===== config.mk =====
export PLATFORM = sky130hd
export DESIGN_NAME = shared_fifo_tracker
export DESIGN_NICKNAME = d
export VERILOG_FILES = /design/src/rtl/shared_fifo_tracker.sv
export SDC_FILE = /design/constraint.sdc
export NUM_CORES = 1
export LEC_CHECK = 0
export BUFFER_PORTS_ARGS = -buffer_cell sky130_fd_sc_hd__buf_4
export CAP_MARGIN = 20
export CORE_MARGIN = 5
export CORE_UTILIZATION = 45
export DETAILED_ROUTE_END_ITERATION = 10
export PLACE_DENSITY = 0.67
export REMOVE_ABC_BUFFERS = 1
export SETUP_SLACK_MARGIN = 0.02
export SLEW_MARGIN = 20
export SYNTH_ARGS = -nofsm -noshare
export SYNTH_HDL_FRONTEND = slang
export SYNTH_SLANG_ARGS = --single-unit

===== constraint.sdc =====
create_clock -name clk -period 4.6 [get_ports clk]
set_input_delay 0.69 -clock clk [delete_from_list [all_inputs] [get_ports clk]]
set_output_delay 0.69 -clock clk [all_outputs]
set_load 0.01 [all_outputs]

===== src/rtl/shared_fifo_tracker.sv =====
// shared_fifo_tracker
// Monitor for the shared linked-list FIFO. It keeps per-channel and total
// occupancy, tags one entry on a run-time selected channel and checks that the
// entry leaves that channel with the data it was pushed with. Environment
// violations (overfull push, empty or out-of-range pop) raise a sticky error.
//
// state | meaning
// ------+-------------------------------------------------------------
// IDLE  | no entry tagged, waiting for start with a qualifying push
// TRACK | tagged entry in flight, ahead = entries still queued before it
// DONE  | tagged entry popped, captured data held until rst
module shared_fifo_tracker #(
   parameter int WIDTH     = 4,
   parameter int DEPTH     = 2,
   parameter int NUM_FIFOS = 2,
   parameter int PTR_WIDTH = (DEPTH > 1) ? $clog2(DEPTH) : 1,
   parameter int SEL_WIDTH = (NUM_FIFOS > 1) ? $clog2(NUM_FIFOS) : 1
) (
   input  logic                                 clk,
   input  logic                                 rst,
   input  logic                                 push,
   input  logic                                 pop,
   input  logic [SEL_WIDTH-1:0]                 push_sel,
   input  logic [SEL_WIDTH-1:0]                 pop_sel,
   input  logic [WIDTH-1:0]                     data_in,
   input  logic [WIDTH-1:0]                     data_out,
   input  logic                                 start,
   input  logic [SEL_WIDTH-1:0]                 watch_sel,
   output logic [NUM_FIFOS*(PTR_WIDTH+1)-1:0]   count_flat,
   output logic [PTR_WIDTH:0]                   total,
   output logic                                 tracking,
   output logic                                 data_out_vld,
   output logic                                 prop_signal,
   output logic                                 protocol_err
);

   localparam int CW = PTR_WIDTH + 1;
   localparam logic [CW-1:0]        DEPTH_C = CW'(DEPTH);
   localparam logic [SEL_WIDTH:0]   NF_C    = (SEL_WIDTH + 1)'(NUM_FIFOS);

   typedef enum logic [1:0] {IDLE, TRACK, DONE} state_t;

   state_t                 state_q, state_d;
   logic [CW-1:0]          count_q [NUM_FIFOS];
   logic [CW-1:0]          count_d [NUM_FIFOS];
   logic [CW-1:0]          total_q, total_d;
   logic [CW-1:0]          ahead_q, ahead_d;
   logic [SEL_WIDTH-1:0]   tracked_sel_q, tracked_sel_d;
   logic [WIDTH-1:0]       tracked_data_q, tracked_data_d;
   logic [WIDTH-1:0]       captured_q, captured_d;
   logic                   err_q, err_d;
   logic                   tracking_q, tracking_d;
   logic                   vld_q, vld_d;

   logic push_ok, pop_ok, push_in_range, pop_in_range;

   // Qualify strobes against the occupancy seen at the start of the cycle.
   always_comb begin
      push_in_range = ({1'b0, push_sel} < NF_C);
      pop_in_range  = ({1'b0, pop_sel} < NF_C);
      push_ok       = push && push_in_range && (total_q < DEPTH_C);
      pop_ok        = pop && pop_in_range && (count_q[pop_sel] != '0);
      err_d         = err_q | (push & ~push_ok) | (pop & ~pop_ok);
   end

   // Occupancy bookkeeping; push and pop on one channel cancel.
   always_comb begin
      for (int c = 0; c < NUM_FIFOS; c++) begin
         count_d[c] = count_q[c]
                    + CW'(push_ok && (push_sel == SEL_WIDTH'(c)))
                    - CW'(pop_ok && (pop_sel == SEL_WIDTH'(c)));
      end
      total_d = total_q + CW'(push_ok) - CW'(pop_ok);
   end

   // Tag tracking. A same-cycle pop on the armed channel removes an older
   // entry, so it is taken off ahead at arm time.
   always_comb begin
      state_d        = state_q;
      ahead_d        = ahead_q;
      tracked_sel_d  = tracked_sel_q;
      tracked_data_d = tracked_data_q;
      captured_d     = captured_q;
      case (state_q)
         IDLE: begin
            if (start && push_ok && (push_sel == watch_sel)) begin
               state_d        = TRACK;
               tracked_sel_d  = watch_sel;
               tracked_data_d = data_in;
               ahead_d        = count_q[watch_sel]
                              - CW'(pop_ok && (pop_sel == watch_sel));
            end
         end
         TRACK: begin
            if (pop_ok && (pop_sel == tracked_sel_q)) begin
               if (ahead_q == '0) begin
                  captured_d = data_out;
                  state_d    = DONE;
               end else begin
                  ahead_d = ahead_q - CW'(1);
               end
            end
         end
         default: ;
      endcase
      tracking_d = (state_d == TRACK);
      vld_d      = (state_d == DONE);
   end

   // State registers with synchronous reset.
   always_ff @(posedge clk) begin
      if (rst) begin
         state_q        <= IDLE;
         for (int c = 0; c < NUM_FIFOS; c++) count_q[c] <= '0;
         total_q        <= '0;
         ahead_q        <= '0;
         tracked_sel_q  <= '0;
         tracked_data_q <= '0;
         captured_q     <= '0;
         err_q          <= 1'b0;
         tracking_q     <= 1'b0;
         vld_q          <= 1'b0;
      end else begin
         state_q        <= state_d;
         for (int c = 0; c < NUM_FIFOS; c++) count_q[c] <= count_d[c];
         total_q        <= total_d;
         ahead_q        <= ahead_d;
         tracked_sel_q  <= tracked_sel_d;
         tracked_data_q <= tracked_data_d;
         captured_q     <= captured_d;
         err_q          <= err_d;
         tracking_q     <= tracking_d;
         vld_q          <= vld_d;
      end
   end

   for (genvar g = 0; g < NUM_FIFOS; g++) begin : g_flat
      assign count_flat[g*CW +: CW] = count_q[g];
   end

   assign total        = total_q;
   assign tracking     = tracking_q;
   assign data_out_vld = vld_q;
   assign prop_signal  = ~vld_q | (captured_q == tracked_data_q);
   assign protocol_err = err_q;

endmodule


==> metrics.txt <==
# TYPE chip_impl_metric gauge
chip_impl_metric{name="start_util",unit="%"} 47.2
chip_impl_metric{name="worst_path_largest_cell_delay",unit="ps"} 500
chip_impl_metric{name="wl_per_cell",unit="µm"} 12.7
chip_impl_info{name="crit_family",value="simple AND/OR/NAND/NOR gates"} 1
chip_impl_metric{name="multi_input_comb_area",unit="µm²"} 657
chip_impl_metric{name="cts-hold-fix-buffers",unit=""} 0
chip_impl_info{name="timing_worst_setup_path_type",value="primary input to flop"} 1
chip_impl_metric{name="synthCells",unit=""} 118
chip_impl_info{name="clk_root_buffer_cell",value="sky130_fd_sc_hd__clkbuf_4"} 1
chip_impl_metric{name="design.portCount",unit=""} 26
chip_impl_metric{name="hold_viol_final",unit=""} 0
chip_impl_metric{name="synth_warnings",unit=""} 0
chip_impl_metric{name="numCtsBuffers",unit=""} 3
chip_impl_metric{name="post_cts_buffers",unit=""} 0
chip_impl_metric{name="net_count_of_the_finished_layout",unit=""} 168
chip_impl_metric{name="netlist-cell-type-count",unit=""} 29
chip_impl_metric{name="yosys.area.top_type_share",unit="%"} 37.6
chip_impl_metric{name="cap_viol_max_count",unit=""} 0
chip_impl_metric{name="count_of_port_buffers_added_during_placement",unit=""} 25
chip_impl_metric{name="placement.setup.worst_slack",unit="ps"} 2010
chip_impl_metric{name="sum_of_internal_switching_and_leakage_power",unit="µW"} 547
chip_impl_metric{name="dieHeight",unit="µm"} 61.0
chip_impl_info{name="worstHoldStart",value="protocol_err"} 1
chip_impl_metric{name="peakVddDrop",unit="mV"} 0.258
chip_impl_metric{name="critical_path_fanouts_max",unit=""} 7
chip_impl_metric{name="worst_ep_required_time",unit="ps"} 4810
chip_impl_metric{name="num_vias",unit=""} 864
chip_impl_metric{name="final-instance-count-excl-fill",unit=""} 173
chip_impl_metric{name="finalCritPeriodShare",unit="%"} 49.2
chip_impl_metric{name="antennaDiodeCount",unit=""} 0
chip_impl_metric{name="worstMarginPinSlew",unit="ps"} 618
chip_impl_metric{name="syn2layout_area_growth",unit="%"} 19.7
chip_impl_metric{name="total_congestion_overflow_after_global_routing",unit=""} 0
chip_impl_metric{name="fillerInstances",unit=""} 224
chip_impl_metric{name="fin_ws",unit="ps"} 2340
chip_impl_metric{name="timing.clock.skew",unit="ps"} 1.08
chip_impl_info{name="worst_setup_path_end_kind",value="flop"} 1
chip_impl_metric{name="setup_viol",unit=""} 0
chip_impl_metric{name="final_design_area_no_fill",unit="mm²"} 0.00140
chip_impl_metric{name="die-area",unit="mm²"} 0.00372
chip_impl_metric{name="layout-drive-gt1-share",unit="%"} 24.5
chip_impl_metric{name="grt_pass1_vias",unit=""} 859
chip_impl_info{name="worstSetupStartpointType",value="primary input"} 1
chip_impl_metric{name="power.density",unit="mW/mm²"} 391
chip_impl_metric{name="fmax",unit="GHz"} 0.442
chip_impl_info{name="worst_hold_path_class",value="flop to flop"} 1
chip_impl_metric{name="min_path_cells",unit=""} 2
chip_impl_metric{name="crit_buf_inv",unit=""} 3
chip_impl_metric{name="post-route-min-period",unit="ps"} 2260
chip_impl_info{name="cts_tree",value="built"} 1
chip_impl_metric{name="numClockSinks",unit=""} 22
chip_impl_metric{name="clock_latency",unit="ps"} 300
chip_impl_info{name="worstReg2RegEnd",value="total[1]"} 1
chip_impl_metric{name="cts_resized",unit=""} 0
chip_impl_info{name="worstPathCellList",value="buf_4 -> or3b_2 -> o311ai_4 -> inv_1 -> ha_1 -> inv_1 -> ha_1 -> xor2_1 -> xnor2_1 -> nor2_1"} 1
chip_impl_info{name="critical_path.slowest_cell",value="sky130_fd_sc_hd__or3b_2"} 1
chip_impl_metric{name="worst-r2r-setup-slack",unit="ps"} 2480
chip_impl_metric{name="first_pass_iters",unit=""} 4
chip_impl_metric{name="worst_setup_hold_path_clk_slew",unit="ps"} 120
chip_impl_metric{name="chipWidth",unit="µm"} 61.0
chip_impl_metric{name="power.leakage",unit="µW"} 0.000658
chip_impl_metric{name="htree_num_levels",unit=""} 1
chip_impl_metric{name="largest_net_degree_at_the_start_of_global_routing",unit=""} 23
chip_impl_metric{name="fp.coreArea",unit="mm²"} 0.00248
chip_impl_metric{name="setup-tns-final",unit="ps"} 0
chip_impl_info{name="synth_top_cells_by_area",value="sky130_fd_sc_hd__dfxtp_1 (38%), sky130_fd_sc_hd__mux2i_1 (9.4%), sky130_fd_sc_hd__ha_1 (8.6%)"} 1
chip_impl_info{name="reg2reg_launch_point",value="count_q[1][0]"} 1
chip_impl_metric{name="sequential_cell_area",unit="µm²"} 440
chip_impl_metric{name="detailed_place.area",unit="mm²"} 0.00136
chip_impl_metric{name="timing.critical_path.arrival",unit="ps"} 2470
chip_impl_metric{name="timing.final.max_slew_violations",unit=""} 0
chip_impl_metric{name="drt-initial-drc-count",unit=""} 10
chip_impl_metric{name="yosys_register_bits",unit=""} 22
chip_impl_metric{name="finalWirelength",unit="µm"} 2200
chip_impl_metric{name="place.detailed.instances",unit=""} 169
chip_impl_metric{name="route.antenna.remaining_nets",unit=""} 0
chip_impl_metric{name="grt_usage",unit="%"} 13.7
chip_impl_metric{name="antenna_found_initial",unit=""} 0
chip_impl_info{name="rsz0062_at_grt",value="false"} 1
chip_impl_metric{name="detailed_place_hpwl",unit="µm"} 1720
chip_impl_metric{name="post_synthesis_sequential_area_ratio",unit="%"} 37.6
chip_impl_info{name="worst_hold_path.endpoint",value="protocol_err"} 1
chip_impl_metric{name="slew-limit-headroom",unit="%"} 58.5
chip_impl_metric{name="floorplan.rows",unit=""} 18
chip_impl_metric{name="vias_per_cell",unit=""} 4.99
chip_impl_metric{name="netlist_area",unit="mm²"} 0.00117
chip_impl_metric{name="cts_buffer_depth",unit=""} 2
chip_impl_info{name="biggest_area_consumer_among_synthesized_cells",value="sky130_fd_sc_hd__dfxtp_1"} 1
chip_impl_metric{name="worst_r2r_path_depth",unit=""} 9
chip_impl_metric{name="drc_violations_left",unit=""} 0
chip_impl_metric{name="grt_first_pass_wirelength",unit="µm"} 3790
chip_impl_metric{name="post_synth.cell_area_avg",unit="µm²"} 9.91
chip_impl_metric{name="place_congestion",unit=""} 0.671
chip_impl_info{name="status",value="complete, no violations"} 1
==> sequential cells by signal (all words and copies together) (netlist names) <==
register,cells
captured_q,4
count_q,4
tracked_data_q,4
ahead_q,2
state_q,2
total,2
data_out_vld,1
protocol_err,1
tracked_sel_q,1
tracking,1
==> per-stage QoR <==
step,utilization [%],hold slack [ps]
after CTS,56.5,501
after global routing,56.5,545
final,56.5,503
after detailed placement,55.1,471
after global placement,55.1,465
after floorplan,-,443
==> tightest hold or removal path: cells and delay by family (launching register included) <==
family | cells | cell delay [ps]
AOI/OAI and AO/OA | 1 | 50
DFF | 1 | 350
and+or+nand+nor | 1 | 70
==> where the power goes <==
part           internal, µW  total, µW  switching, µW
Sequential              217        246           28.4
Combinational           103        195           92.0
Clock                  48.3        106           57.7
==> cell type report <==
type | instances | area share [%]
multi-input cells | 81 | 46.9
flip-flops and latches | 22 | 31.5
repair buffers | 25 | 13.4
inverters | 11 | 2.95
well taps | 30 | 2.68
clock buffers | 4 | 2.59
==> worst max-delay path by stage <==
stage / start / end / cells after the start
after global routing: pop_sel / total[1] / 10
after floorplan: pop_sel / total[1] / 9
after detailed placement: pop_sel / total[1] / 10
after global placement: pop_sel / total[1] / 10
after CTS: pop_sel / total[1] / 10
final: pop_sel / total[1] / 10
==> logic make-up (layout without fill, tap and decap cells) <==
kind of cell               after synthesis  in the layout  share of synthesized area [%]
AOI/OAI and AO/OA                       12             12                           10.3
xor gates and xnor gates                14             14                           10.5
adders and majority gates                8              8                           8.56
buffers and inverters                   15             40                           6.20
DFF                                     22             22                           37.6
muxes                                   11             11                           9.41
and+or+nand+nor                         36             36                           17.4
==> cells in the mapped netlist <==
| master | count |
|---|---|
| sky130_fd_sc_hd__nor3_1 | 1 |
| sky130_fd_sc_hd__nor4_1 | 1 |
| sky130_fd_sc_hd__buf_2 | 1 |
| sky130_fd_sc_hd__a21oi_1 | 3 |
| sky130_fd_sc_hd__nor2b_1 | 3 |
| sky130_fd_sc_hd__clkbuf_1 | 1 |
| sky130_fd_sc_hd__o311ai_4 | 1 |
| sky130_fd_sc_hd__o211a_1 | 1 |
| sky130_fd_sc_hd__ha_1 | 8 |
| sky130_fd_sc_hd__nand2b_1 | 3 |
| sky130_fd_sc_hd__a211oi_1 | 1 |
| sky130_fd_sc_hd__or3_1 | 1 |
| sky130_fd_sc_hd__nand2_1 | 1 |
| sky130_fd_sc_hd__nor2_1 | 22 |
| sky130_fd_sc_hd__mux2i_1 | 11 |
| sky130_fd_sc_hd__a221oi_1 | 1 |
| sky130_fd_sc_hd__xnor2_1 | 4 |
| sky130_fd_sc_hd__nor4_4 | 2 |
| sky130_fd_sc_hd__o41ai_1 | 1 |
| sky130_fd_sc_hd__buf_6 | 2 |
| sky130_fd_sc_hd__dfxtp_1 | 22 |
| sky130_fd_sc_hd__inv_1 | 11 |
| sky130_fd_sc_hd__o31ai_1 | 1 |
| sky130_fd_sc_hd__or3b_2 | 1 |
| sky130_fd_sc_hd__a311oi_1 | 1 |
| sky130_fd_sc_hd__o21bai_4 | 1 |
| sky130_fd_sc_hd__o31a_1 | 1 |
| sky130_fd_sc_hd__or2b_4 | 1 |
| sky130_fd_sc_hd__xor2_1 | 10 |
==> layout by cell type, fill, tap and decap left out, types with 2 or more instances in the layout <==
cell and n:
sky130_fd_sc_hd__buf_4 25, sky130_fd_sc_hd__xor2_1 10, sky130_fd_sc_hd__inv_1 11, sky130_fd_sc_hd__mux2i_1 11, sky130_fd_sc_hd__nor4_4 2, sky130_fd_sc_hd__nand2b_1 3
sky130_fd_sc_hd__nor2b_1 3, sky130_fd_sc_hd__nor2_1 22, sky130_fd_sc_hd__a21oi_1 3, sky130_fd_sc_hd__clkbuf_4 3, sky130_fd_sc_hd__xnor2_1 4, sky130_fd_sc_hd__ha_1 8
sky130_fd_sc_hd__dfxtp_1 22
==> per-layer routing <==
layer / wire length (µm) / vias up / track usage [%]
met1: 1040 / 396 / 18.5
met2: 1040 / 15 / 20.8
li1: - / 447 / -
met3: 78 / 6 / 2.77
met4: 42 / 0 / 6.50
met5: 0 / - / 0
Note: power is estimated with default switching activity, not from simulation.
